--- config.mk ---
export PLATFORM = sky130hd
export DESIGN_NAME = rf_multiport_sb
export DESIGN_NICKNAME = d
export VERILOG_FILES = /design/src/rtl/rf_pkg.sv /design/src/rtl/rf_scoreboard.sv /design/src/rtl/rf_multiport_sb.sv
export SDC_FILE = /design/constraint.sdc
export NUM_CORES = 2
export LEC_CHECK = 0
export BUFFER_PORTS_ARGS = -buffer_cell sky130_fd_sc_hd__buf_2
export CORE_MARGIN = 10
export CORE_UTILIZATION = 48
export CTS_BUF_LIST = sky130_fd_sc_hd__clkbuf_8
export DETAILED_ROUTE_END_ITERATION = 8
export PLACE_DENSITY_LB_ADDON = 0.2
export SETUP_SLACK_MARGIN = 0.2
export SLEW_MARGIN = 20
export SYNTH_ARGS = -nofsm -noshare
export SYNTH_HDL_FRONTEND = slang
export SYNTH_HIERARCHICAL = 1
export SYNTH_SLANG_ARGS = --single-unit
export TNS_END_PERCENT = 50
--- constraint.sdc ---
create_clock -name clk -period 47.7 [get_ports clk]
set_input_delay 7.155 -clock clk [delete_from_list [all_inputs] [get_ports clk]]
set_output_delay 7.155 -clock clk [all_outputs]
set_load 0.1 [all_outputs]
--- src/rtl/rf_pkg.sv ---
// rf_pkg: shared constants for the multiport register file.
//   REG_ZERO / REG_GP / REG_SP : architectural register indices
//   GP_INIT_D / SP_INIT_D      : default reset contents of GP and SP
package rf_pkg;
  localparam int          REG_ZERO  = 0;
  localparam int          REG_GP    = 28;
  localparam int          REG_SP    = 29;
  localparam logic [31:0] GP_INIT_D = 32'h1800;
  localparam logic [31:0] SP_INIT_D = 32'h2ffc;
endpackage

--- src/rtl/rf_scoreboard.sv ---
// rf_scoreboard: one pending bit per register. An issue marks a register as
// having an in-flight producer; a writeback to it clears the bit.
//   clk, rst_n  : clock, asynchronous active-high reset
//   ra_i        : NRD packed read addresses
//   we_i/wa_i   : writeback enables / addresses (clear sources)
//   iss_i/iss_addr_i : issue strobe / destination (set source)
//   busy_o      : pending bit of each read port's register (stored state)
//   sb_full_o   : every writable register (1..DEPTH-1) is pending
module rf_scoreboard
  import rf_pkg::*;
#(
  parameter int AW  = 5,
  parameter int NRD = 2,
  parameter int NWR = 1
) (
  input  logic              clk,
  input  logic              rst_n,
  input  logic [NRD*AW-1:0] ra_i,
  input  logic [NWR-1:0]    we_i,
  input  logic [NWR*AW-1:0] wa_i,
  input  logic              iss_i,
  input  logic [AW-1:0]     iss_addr_i,
  output logic [NRD-1:0]    busy_o,
  output logic              sb_full_o
);
  localparam int DEPTH = 2 ** AW;

  logic [DEPTH-1:0] pending;
  logic [DEPTH-1:0] set_v;
  logic [DEPTH-1:0] clr_v;

  always_comb begin
    set_v = '0;
    clr_v = '0;
    for (int j = 0; j < NWR; j++)
      if (we_i[j] && wa_i[j*AW +: AW] != '0) clr_v[wa_i[j*AW +: AW]] = 1'b1;
    if (iss_i && iss_addr_i != '0) set_v[iss_addr_i] = 1'b1;
  end

  // set applied after clear: an issue racing a writeback to the same register
  // belongs to a newer producer, so the register stays pending.
  always_ff @(posedge clk or posedge rst_n) begin
    if (rst_n) pending <= '0;
    else       pending <= ((pending & ~clr_v) | set_v) & ~DEPTH'(1);
  end

  always_comb begin
    busy_o = '0;
    for (int k = 0; k < NRD; k++) busy_o[k] = pending[ra_i[k*AW +: AW]];
  end

  assign sb_full_o = &pending[DEPTH-1:1];
endmodule

--- src/rtl/rf_multiport_sb.sv ---
// rf_multiport_sb: register file with NRD combinational read ports, NWR
// synchronous write ports and a pending-write scoreboard for RAW detection.
//   clk, rst_n      : clock, asynchronous active-high reset
//   ra_i / rd_o     : read addresses / data, port k at [k*AW +: AW] / [k*DW +: DW]
//   busy_o          : read port k's register has an in-flight producer
//   we_i/wa_i/wd_i  : write ports; higher index wins on address collision
//   iss_i/iss_addr_i: mark destination pending
//   sb_full_o       : all writable registers pending
// Optional build macro RF_BYPASS_EN: forward same-cycle write data to reads.
module rf_multiport_sb
  import rf_pkg::*;
#(
  parameter int          DW      = 32,
  parameter int          AW      = 5,
  parameter int          NRD     = 2,
  parameter int          NWR     = 1,
  parameter logic [DW-1:0] GP_INIT = DW'(GP_INIT_D),
  parameter logic [DW-1:0] SP_INIT = DW'(SP_INIT_D)
) (
  input  logic              clk,
  input  logic              rst_n,
  input  logic [NRD*AW-1:0] ra_i,
  output logic [NRD*DW-1:0] rd_o,
  output logic [NRD-1:0]    busy_o,
  input  logic [NWR-1:0]    we_i,
  input  logic [NWR*AW-1:0] wa_i,
  input  logic [NWR*DW-1:0] wd_i,
  input  logic              iss_i,
  input  logic [AW-1:0]     iss_addr_i,
  output logic              sb_full_o
);
  localparam int DEPTH = 2 ** AW;

  logic [DEPTH-1:0][DW-1:0] regs;
  logic [NRD-1:0]           sb_busy;
  logic [NRD-1:0][DW-1:0]   rd_arr;

  rf_scoreboard #(.AW(AW), .NRD(NRD), .NWR(NWR)) u_sb (
    .clk        (clk),
    .rst_n      (rst_n),
    .ra_i       (ra_i),
    .we_i       (we_i),
    .wa_i       (wa_i),
    .iss_i      (iss_i),
    .iss_addr_i (iss_addr_i),
    .busy_o     (sb_busy),
    .sb_full_o  (sb_full_o)
  );

  // Ports are visited in ascending order, so the last (highest) port's
  // non-blocking assignment wins a same-address collision. Register 0 is
  // never written and keeps its reset value of zero.
  always_ff @(posedge clk or posedge rst_n) begin
    if (rst_n) begin
      for (int i = 0; i < DEPTH; i++)
        regs[i] <= (i == REG_GP) ? GP_INIT : (i == REG_SP) ? SP_INIT : '0;
    end else begin
      for (int j = 0; j < NWR; j++)
        if (we_i[j] && wa_i[j*AW +: AW] != '0)
          regs[wa_i[j*AW +: AW]] <= wd_i[j*DW +: DW];
    end
  end

  always_comb begin
    rd_arr = '0;
    busy_o = '0;
    for (int k = 0; k < NRD; k++) begin
      rd_arr[k] = regs[ra_i[k*AW +: AW]];
      busy_o[k] = sb_busy[k];
`ifdef RF_BYPASS_EN
      // Forwarding is suppressed under reset, where writes are discarded.
      // A same-cycle issue to the read address still reports busy, since a
      // newer producer supersedes the value being forwarded.
      for (int j = 0; j < NWR; j++) begin
        if (!rst_n && we_i[j] && ra_i[k*AW +: AW] != '0 &&
            wa_i[j*AW +: AW] == ra_i[k*AW +: AW]) begin
          rd_arr[k] = wd_i[j*DW +: DW];
          busy_o[k] = iss_i && (iss_addr_i == ra_i[k*AW +: AW]);
        end
      end
`endif
    end
  end

  assign rd_o = rd_arr;
endmodule
==> qor.csv <==
metric,value,unit
Clock Latency Late Sink,0.89,ns
CP max stage cell,buf_4,
worst-margin pin slew,1.15,ns
number of cells on the worst hold path,0,
post-synthesis sequential area ratio,45.6,%
Worst R2R Path Depth,1,
r2r startpoint,regs[982]$_DFFE_PP0P_,
area share of the largest cell type after synthesis,45.1,%
Clock Power Share,32.0,%
CTS H-tree lvls,4,
Cell Pwr Density,41.2,mW/mm²
I/O Pins,123,
die area,0.135,mm²
CP Data Required Time,40.55,ns
hold path start,regs[24]$_DFFE_PP0P_,
GRT Resource Usage Total,25.9,%
Mapped Avg Cell Area,12.0,µm²
switching share of power,31.4,%
CTS Buf Count,180,
Setup Skew,0,ns
Crit. End Element,primary output,
Cells after DPL,6142,
Hold WC Path Type,flip-flop to flip-flop,
starting density of the core,48.3,%
TritonCTS clock tree,done,
Core Area,0.120,mm²
total leakage power,29.6,nW
crit path kind,primary input to primary output,
Hold Buf Count CTS,0,
1st-iter DRT viols,3351,
Post-CTS Resized,0,
P&R area growth vs syn,7.88,%
power share of the combinational group,21.4,%
CP max stage delay,0.87,ns
CP Cell Sequence,buf_8 > buf_4 > buf_12 > buf_4 > buf_4 > buf_4 > mux2i_1 > a22o_1 > nor3_1 > a31oi_1 > nand3_1 > buf_2,
Setup TNS,0,ns
die width,367,µm
P_int,1.77,mW
fmax,48.9,MHz
R2R Path End,regs[982]$_DFFE_PP0P_,
fin crit share,42.9,%
CP top delay family,buffers and inverters,
post-route minimum period,20.44,ns
setup slack after layout,27.26,ns
Synth area leaders,"dfrtp_1, mux2_2, mux2i_1",
Worst Path Arrival,13.29,ns
global-route wire length before repair,270000,µm
clock sinks,1055,
Crit path buffers/inverters,7,
register bit count reported by yosys,1055,
number of global-route vias before repair,41400,
met2 usage,42.9,%
Post-synth EDFFs,0,
Filler Cell Count,10700,
max cap viols,0,
IO buf count,122,
asr flop ratio synth,100,%
largest net degree at the start of global routing,156,
Worst-path clk slew,0.06,ns
initial antenna violation count,3,
RSZ-0062 raised after global routing,no,
total grt overflow,0,
pre-CTS setup slack,27.33,ns
worst hold margin,0.401,ns
Finished Layout Cells,6473,
CP Launch Type,primary input,
Die Ht,367,µm
DRT Wirelength,179000,µm
"Core Util, Final",52.1,%
worst vdd ir,0.0296,mV
Mapped Area,0.0579,mm²
design area,0.0624,mm²
HPWL Detailed,95300,µm
Main synth FF type,dfrtp_1,
CP Max Fanout,129,
FP Rows,127,
Hold EP,regs[24]$_DFFE_PP0P_,
detailed-route via count,40400,
routed len/inst,27.7,µm
Mapped Cells,4807,
CP dominant cell by count,buf_4,
Synth Net Count,4863,
area occupied by multi-input gates,0.0290,mm²
antenna-violating nets left,0,
status,"finished, final reports clean",
Synth cell types,43,
final slew viol count,0,
DRC violations left,0,
CTS Buffer Depth,3,
gpl congestion,0.817,
CTS Root Cell,clkbuf_8,
synth warn,6,
switching pwr,0.809,mW
Post-CTS Setup Repair Bufs,0,
final-report hold violation count,0,
placed cell areas,0.0588,mm²
Via density,6.24,
gr busiest metal,met2,
Storage cell area,0.0264,mm²
Flop pwr share,46.6,%
worst relative slew slack,23.4,%
global-route track usage on met1,34.3,%
R2R setup slack,46.89,ns
Yosys top cell by area,dfrtp_1,
total power draw,2.58,mW
TritonRoute pass-1 iters,5,
# nets final,4768,
Global Route met3 Usage,4.32,%
Final setup viols,0,
share of cells above drive strength 1,30.5,%
[worst max-delay path by stage]
stage | from | endpoint | cells after the start
4_1_cts | ra_i[1] | rd_o[18] | 12
2_1_floorplan | rst_n | regs[0]$_DFFE_PP0P_ | 1
3_5_place_dp | ra_i[1] | rd_o[18] | 12
3_3_place_gp | ra_i[1] | rd_o[26] | 12
5_1_grt | ra_i[1] | rd_o[25] | 12
6_report | ra_i[1] | rd_o[27] | 12
[cells in the mapped netlist, drive strengths merged, types with 2 or more instances]
cell type / number
nand3: 208
and2: 2
o211ai: 2
mux2: 992
nand3b: 9
nor2b: 11
or2: 4
nor3: 65
o21ai: 62
mux4: 6
a22oi: 196
a21oi: 198
a211oi: 2
nor2: 25
nand2: 217
nor3b: 4
nand2b: 10
nand4: 10
dfrtp: 1042
mux2i: 1042
a22o: 128
a31oi: 64
o2111ai: 2
inv: 4
buf: 247
clkbuf: 232
or3b: 4
dfstp: 13
[per-layer routing]
| layer | vias to the layer above | wire length [µm] | part of all wire (%) |
|---|---|---|---|
| li1 | 17600 | - | - |
| met1 | 21200 | 78700 | 44 |
| met2 | 1204 | 85900 | 48 |
| met3 | 338 | 9300 | 5.2 |
| met4 | 0 | 5620 | 3.1 |
| met5 | - | 0 | 0 |
[power by group through the flow]
stage	Clock (mW)	Sequential, mW	Combinational [mW]
5_1_grt	0.882	1.22	0.599
4_1_cts	0.842	1.19	0.552
3_3_place_gp	0	1.20	0.539
2_1_floorplan	0	1.18	0.453
3_5_place_dp	0	1.21	0.551
6_report	0.824	1.20	0.552
[area by class of cell]
cell class	instances	share of cell area [%]
repair buffers	202	2.15
flip-flops and latches	1055	42.3
inverters	4	0.0361
diodes	3	0.0120
well taps	1612	3.23
clock buffers	223	4.92
multi-input cells	3269	46.4
clock inverters	105	0.896
[cell usage in the layout, fill, tap and decap left out, types with 10 or more instances in the layout]
cell      netlist  layout
mux2i_1      1042    1042
o21ai_0        62      62
nand3_1       208     208
dfrtp_1      1042    1042
clkbuf_8        5     223
nor3_1         65      65
inv_1           4      82
buf_4          69      71
dfstp_2        13      13
mux2_2        956     956
nor2_4         16      18
a22o_1        128     128
nand2_2         0      17
nand4_1        10      10
buf_2         113     120
nand2_1       217     200
clkinv_2        0      12
a21oi_1       198     198
a22oi_1       196     196
a31oi_1        64      64
mux2_1         36      36
[logic make-up (layout without fill, tap and decap cells)]
| kind of cell | count (synthesis) | after routing | share of synthesized area (%) |
|---|---|---|---|
| compound gates | 654 | 654 | 7.50 |
| flops | 1055 | 1055 | 45.6 |
| buf+inv | 483 | 534 | 4.43 |
| simple gates | 575 | 575 | 4.87 |
| other cells | 0 | 3 | 0 |
| mux | 2040 | 2040 | 37.6 |
[flip-flops by register name, indices dropped and copies added (netlist names)]
signal	cells
regs	1024
u_sb/pending	31
Note: power is estimated with default switching activity, not from simulation.
